==> src/rtl/sync_updown_counter_v.sv <==
// WIDTH-bit synchronous up/down counter with programmable modulus, parallel load,
// CEP/CET enables and a combinational terminal count for ripple cascading.
module sync_updown_counter_v #(
    parameter int unsigned WIDTH   = 4,
    parameter int unsigned MODULUS = 16
) (
    input  logic             CP,
    input  logic             MRn,
    input  logic             PEn,
    input  logic [WIDTH-1:0] D,
    input  logic             CEP,
    input  logic             CET,
    input  logic             UP,
    output logic [WIDTH-1:0] Q,
    output logic             TC
);

    localparam logic [WIDTH-1:0] MAX_Q     = WIDTH'(MODULUS - 1);
    localparam bit               FULL_SPAN = (64'(MODULUS) == (64'd1 << WIDTH));

    logic [WIDTH-1:0] q_up;
    logic [WIDTH-1:0] q_dn;

    // Full binary span wraps by natural overflow; otherwise wrap at the modulus
    // and pull out-of-range loaded values back into range.
    generate
        if (FULL_SPAN) begin : g_full
            always_comb begin
                q_up = Q + WIDTH'(1);
                q_dn = Q - WIDTH'(1);
            end
        end else begin : g_mod
            always_comb begin
                q_up = (Q >= MAX_Q) ? '0 : Q + WIDTH'(1);
                q_dn = ((Q == '0) || (Q > MAX_Q)) ? MAX_Q : Q - WIDTH'(1);
            end
        end
    endgenerate

    // Clear > load > count > hold
    always_ff @(posedge CP) begin
        if (!MRn) begin
            Q <= '0;
        end else if (!PEn) begin
            Q <= D;
        end else if (CEP && CET) begin
            Q <= UP ? q_up : q_dn;
        end
    end

    // Gated by CET only, so a chain of stages ripples the enable down the line
    assign TC = CET & ((UP & (Q == MAX_Q)) | (~UP & (Q == '0)));

endmodule

==> config.mk <==
export PLATFORM = sky130hd
export DESIGN_NAME = sync_updown_counter_v
export DESIGN_NICKNAME = d
export VERILOG_FILES = /design/src/rtl/sync_updown_counter_v.sv
export SDC_FILE = /design/constraint.sdc
export NUM_CORES = 1
export LEC_CHECK = 0
export ABC_AREA = 1
export BUFFER_PORTS_ARGS = -buffer_cell sky130_fd_sc_hd__buf_2
export CORE_AREA = 2 2 39 41
export DETAILED_ROUTE_END_ITERATION = 16
export DIE_AREA = 0 0 41 43
export PLACE_DENSITY = 0.52
export SYNTH_ARGS = -nofsm -noshare
export SYNTH_HDL_FRONTEND = slang
export SYNTH_SLANG_ARGS = --single-unit
export TNS_END_PERCENT = 100
==> constraint.sdc <==
create_clock -name CP -period 2.6 [get_ports CP]
set_input_delay 0.13 -clock CP [delete_from_list [all_inputs] [get_ports CP]]
set_output_delay 0.13 -clock CP [all_outputs]
set_load 0.005 [all_outputs]
==> results of run 1 <==
[critical path: stages (launching register included)]
cell and delay, ns:
dfxtp_1 0.44, nand2_1 0.07, nor2_1 0.09, nand3_1 0.08, a21boi_1 0.12, buf_2 0.12
[power breakdown]
group	internal, W	leakage [nW]	switching, W	total, W
sequential	0.0000666	0.0331	0.00000841	0.0000750
combinational	0.0000258	0.192	0.0000296	0.0000554
clock	0.0000517	0.0138	0.0000263	0.0000780
[area by class of cell]
type / instances / area [µm²]
multi-input combinational: 40 / 237.7
sequential: 4 / 80.08
tap: 16 / 20.02
timing repair buffer: 14 / 70.07
clock buffer: 3 / 22.52
fill: 159 / 923.4
inverter: 8 / 30.03
[per-stage QoR]
stage               hold slack, ns  utilization  std cells  setup slack (ns)
finish                      0.1572       0.3327         85             1.311
global route                0.1602       0.3327         85             1.186
CTS                         0.1533       0.3327         85             1.300
detailed placement          0.4028       0.3165         82             1.359
global placement            0.3900       0.3165         82             1.356
floorplan                   0.2683            -         52             1.414
[cells by family after synthesis]
kind of cell	count (synthesis)	share of synthesized area
simple gates	29	0.3992
xor+xnor	1	0.02518
flops	4	0.2302
fa+ha+maj	3	0.1295
buf+inv	8	0.08633
compound gates	7	0.1295
[placed cells by master (no fill, tap or decap)]
| cell type | instances |
|---|---|
| a21boi_1 | 1 |
| a21oi_2 | 1 |
| a31oi_1 | 3 |
| buf_2 | 14 |
| clkbuf_4 | 3 |
| dfxtp_1 | 4 |
| fa_1 | 1 |
| ha_1 | 2 |
| inv_1 | 5 |
| inv_2 | 3 |
| nand2_1 | 15 |
| nand2_2 | 4 |
| nand3_1 | 3 |
| nand3_2 | 1 |
| nor2_1 | 4 |
| nor2_4 | 1 |
| o21ai_0 | 1 |
| o21ai_1 | 1 |
| or2_1 | 1 |
| xor2_1 | 1 |
[worst paths after layout]
check,depth (start not counted),end,slack (ns)
max,5,TC,1.31
min reg2reg,2,Q[2],0.55
min,3,Q[1],0.16
max reg2reg,5,Q[3],1.34
[per-layer routing]
metal / share of wire / global-route usage
met5: 0 / 0
met4: 0 / 0.02000
met3: 0.082 / 0.06283
met2: 0.41 / 0.1344
met1: 0.50 / 0.1576
==> results_dict.tcl, run 1 <==
set metrics [dict create \
    grt_pass1_wl_um 1297 \
    cts_max_level 1 \
    io_pins 15 \
    drv_slew 0 \
    synth_fp_nets 65 \
    cts_resized 0 \
    synth_edf_count 0 \
    final_nets 84 \
    drive_above_1_share 0.3913 \
    start_util 0.2514 \
    clkTransAtPathRegs_ns 0.04 \
    hold_path.class "in2reg" \
    hp-start "D[1]" \
    worst_ep_arrival_time_ns 1.16 \
    groute.usage.overall 0.1074 \
    status "finished clean" \
    die_w_um 41 \
    synth.largest_area_cell "dfxtp_1" \
    startpoint_type "register" \
    placed_area_um2 437.9 \
    min_period_ns 1.289 \
    yosys_warnings 0 \
    largest_reg_flops 4 \
    synth_top_cells_by_count "15 x nand2_1, 5 x inv_1, 4 x dfxtp_1, 4 x nand2_2, 4 x nor2_1" \
    io_buffers 14 \
    antenna_left 0 \
    synth_area_leaders "dfxtp_1 23%, nand2_1 16%, ha_1 7.2%" \
    design.core.area_um2 1384 \
    synth_cell_types 18 \
    final_cell_area_um2 460.4 \
    fin_skew_ns 0.001809 \
    insertion_delay_ns 0.24 \
    synthArstFlopShare 0 \
    max_freq_ghz 0.7759 \
    relSlewSlack 0.8269 \
    yosysMostFrequentCell "nand2_1" \
    leakage_nw 0.2384 \
    yosys.area.top_type_share 0.2302 \
    drt_iter0_markers 11 \
    avgSynthCellArea_um2 6.689 \
    die_area_um2 1763 \
    postSynthCellCount 52 \
    cts.path.max_buffers 2 \
    holdBufCountCts 0 \
    antenna_found_initial 0 \
    die_y_um 43 \
    power_w 0.0002084 \
    critPathLaunch "Q[1]" \
    rsz0062_at_grt "no" \
    worstPathMaxFanout 6 \
    root_buffer "clkbuf_4" \
    finalCritPeriodShare 0.4957 \
    setup_viol 0 \
    grt_pass1_vias 307 \
    max_slew.worst_pin.slew_ns 0.2593 \
    place_congestion 0.6953 \
    cts_setup_buffers 0 \
    cts_tree "done" \
    fin_setup_tns_ns 0 \
    synth_area_um2 347.8 \
    worstSetupPathType "reg2out" \
    post-route-drc-count 0 \
    ys_seq_area_frac 0.2302 \
    cts_made_buffers 3 \
    worstPathRequired_ns 2.47 \
    grt_overflow_total 0 \
    drt_wl_total_um 791 \
    diodes 0 \
    cap_violations 0 \
    cts.sinks 4 \
    p_per_area_nw_per_um2 452.6 \
    synth_ff_type "dfxtp_1" \
    wire_per_inst_um 9.306 \
    place_hpwl_um 605.7 \
    r2r-start "Q[2]" \
    rows 14 \
    reg.largest.list "Q x4" \
    yosys_register_bits 4 \
    endpoint_kind "primary output" \
    drt_first_pass_iters 4 \
    largest_register "Q" \
    vias 379 \
    syn_to_final_growth_pct 32.37 \
    grt_max_degree 8 \
    ir_drop_v 0.0002074 \
    via_per_inst 4.459 \
    hold_viol_final 0 \
]
Power figures use the tool's default switching activity.
==> inputs of run 2 (changes only) <==
- clock period: 2.6 -> 1.3 ns (I/O delays scaled with it)
==> results_dict.tcl, run 2 (same netlist as run 1, synthesis figures left out) <==
set metrics [dict create \
    relSlewSlack 0.8546 \
    path_delay_family "flip-flops" \
    drt_iter0_markers 10 \
    hold_viol_final 0 \
    grt_max_degree 7 \
    whs_endpoint "Q[1]" \
    worstPathMaxFanout 5 \
    worstSetupPathType "reg2out" \
    largest_register "Q" \
    crit_buf_inv 1 \
    hp-start "MRn" \
    reg2reg_depth 5 \
    startpoint_type "register" \
    status "finished clean" \
    crit_slowest_cell "dfxtp_1" \
    place_hpwl_um 671.6 \
    setup_viol 0 \
    start_util 0.2514 \
    syn_to_final_growth_pct 37.05 \
    insertion_delay_ns 0.23 \
    rsz0062_at_grt "no" \
    design.core.area_um2 1384 \
    cts_made_buffers 3 \
    grt_pass1_wl_um 1297 \
    endpoint_kind "primary output" \
    power_w 0.0004171 \
    antenna_left 0 \
    worstPathRequired_ns 1.24 \
    final_nets 86 \
    rrSetupSlack_ns 0.12 \
    timing.rr.end "Q[3]" \
    hold_path.class "in2reg" \
    die_w_um 41 \
    cts_tree "done" \
    critPathLaunch "Q[3]" \
    root_buffer "clkbuf_4" \
    p_per_area_nw_per_um2 875.0 \
    largest_reg_flops 4 \
    n_fill_cell 155 \
    cts.sinks 4 \
    fin_setup_tns_ns 0 \
    min_period_ns 1.204 \
    antenna_found_initial 0 \
    post-route-drc-count 0 \
    die_area_um2 1763 \
    vias 380 \
    worst_ep_arrival_time_ns 1.14 \
    via_per_inst 4.368 \
    cts_max_level 1 \
    io_buffers 14 \
    max_slew.worst_pin.slew_ns 0.2178 \
    cts.path.max_buffers 2 \
    drv_slew 0 \
    die_y_um 43 \
    diodes 0 \
    ir_drop_v 0.0002839 \
    max_stage_delay_ns 0.43 \
    drt_first_pass_iters 4 \
    max_freq_ghz 0.8303 \
    io_pins 15 \
    place_congestion 0.7066 \
    hold_slack_ns 0.09830 \
    min_path_cells 3 \
    cap_violations 0 \
    grt_overflow_total 0 \
    drive_above_1_share 0.4225 \
    final_common_cell "nand2_1" \
    rows 14 \
    layout.cells.most_common_list "15 x nand2_1, 14 x buf_2, 5 x inv_1" \
    drt_wl_total_um 797 \
    r2r-start "Q[2]" \
    finalCritPeriodShare 0.9264 \
    leakage_nw 0.2492 \
    fin_skew_ns 0.002947 \
    groute.usage.overall 0.1126 \
    wire_per_inst_um 9.161 \
    grt_pass1_vias 322 \
    reg.largest.list "Q x4" \
    crit_chain "nand2_1, nor2_1, nand3_1, a21boi_1, buf_2" \
    clkTransAtPathRegs_ns 0.04 \
]
==> run 2: routing by layer <==
layer  vias up  global-route usage  part of all wire
li1        205                   -                 -
met1       160              0.1387              0.43
met2        15              0.1563              0.48
met3         0             0.03665             0.084
met4         0             0.08000                 0
met5         -                   0                 0
==> run 2: layout make-up <==
| cell class | instances | area (µm²) | share of cell area |
|---|---|---|---|
| clock buffer | 3 | 22.52 | 0.04724 |
| inverter | 8 | 30.03 | 0.06299 |
| multi-input combinational | 40 | 237.7 | 0.4987 |
| sequential | 4 | 81.33 | 0.1706 |
| tap | 16 | 20.02 | 0.04199 |
| timing repair buffer | 16 | 85.08 | 0.1785 |
==> run 2: what timing repair did <==
item / in CTS / in global routing
buffers inserted: 0 / 0
endpoints found under the setup margin: 0 / 2
resized for setup: 0 / 1
hold buffers: 0 / 0
==> run 2: report_power, final <==
part	internal, W	switching, W	leakage, nW	total [W]
logic	0.0000569	0.0000652	0.202	0.000122
registers	0.000134	0.0000122	0.0334	0.000146
clock network	0.000103	0.0000459	0.0138	0.000149
total	0.000294	0.000123	0.249	0.000417
==> run 2: worst max-delay path by stage <==
stage | to | slack (ns) | cells after the start
finish | TC | 0.1 | 5
global route | Q[3] | 0.006 | 5
CTS | Q[3] | 0.09 | 5
detailed placement | Q[3] | 0.09 | 5
global placement | Q[3] | 0.08 | 5
floorplan | Q[3] | 0.11 | 5
==> run 2: worst register-to-register path: cells and delay by family (launching register included) <==
family                     cells  cell delay [ns]
adders and majority gates      1             0.30
and+or+nand+nor                3             0.41
AOI/OAI and AO/OA              1             0.10
DFF                            1             0.31
==> run 2: stage by stage <==
step	cell area (µm²)	worst slack, ns	std cells	util
4_1_cts	475.5	0.09222	87	0.3436
3_3_place_gp	452.9	0.08413	84	0.3273
2_1_floorplan	347.8	0.1140	52	-
5_1_grt	476.7	0.006268	87	0.3445
3_5_place_dp	452.9	0.08918	84	0.3273
6_report	476.7	0.09569	87	0.3445
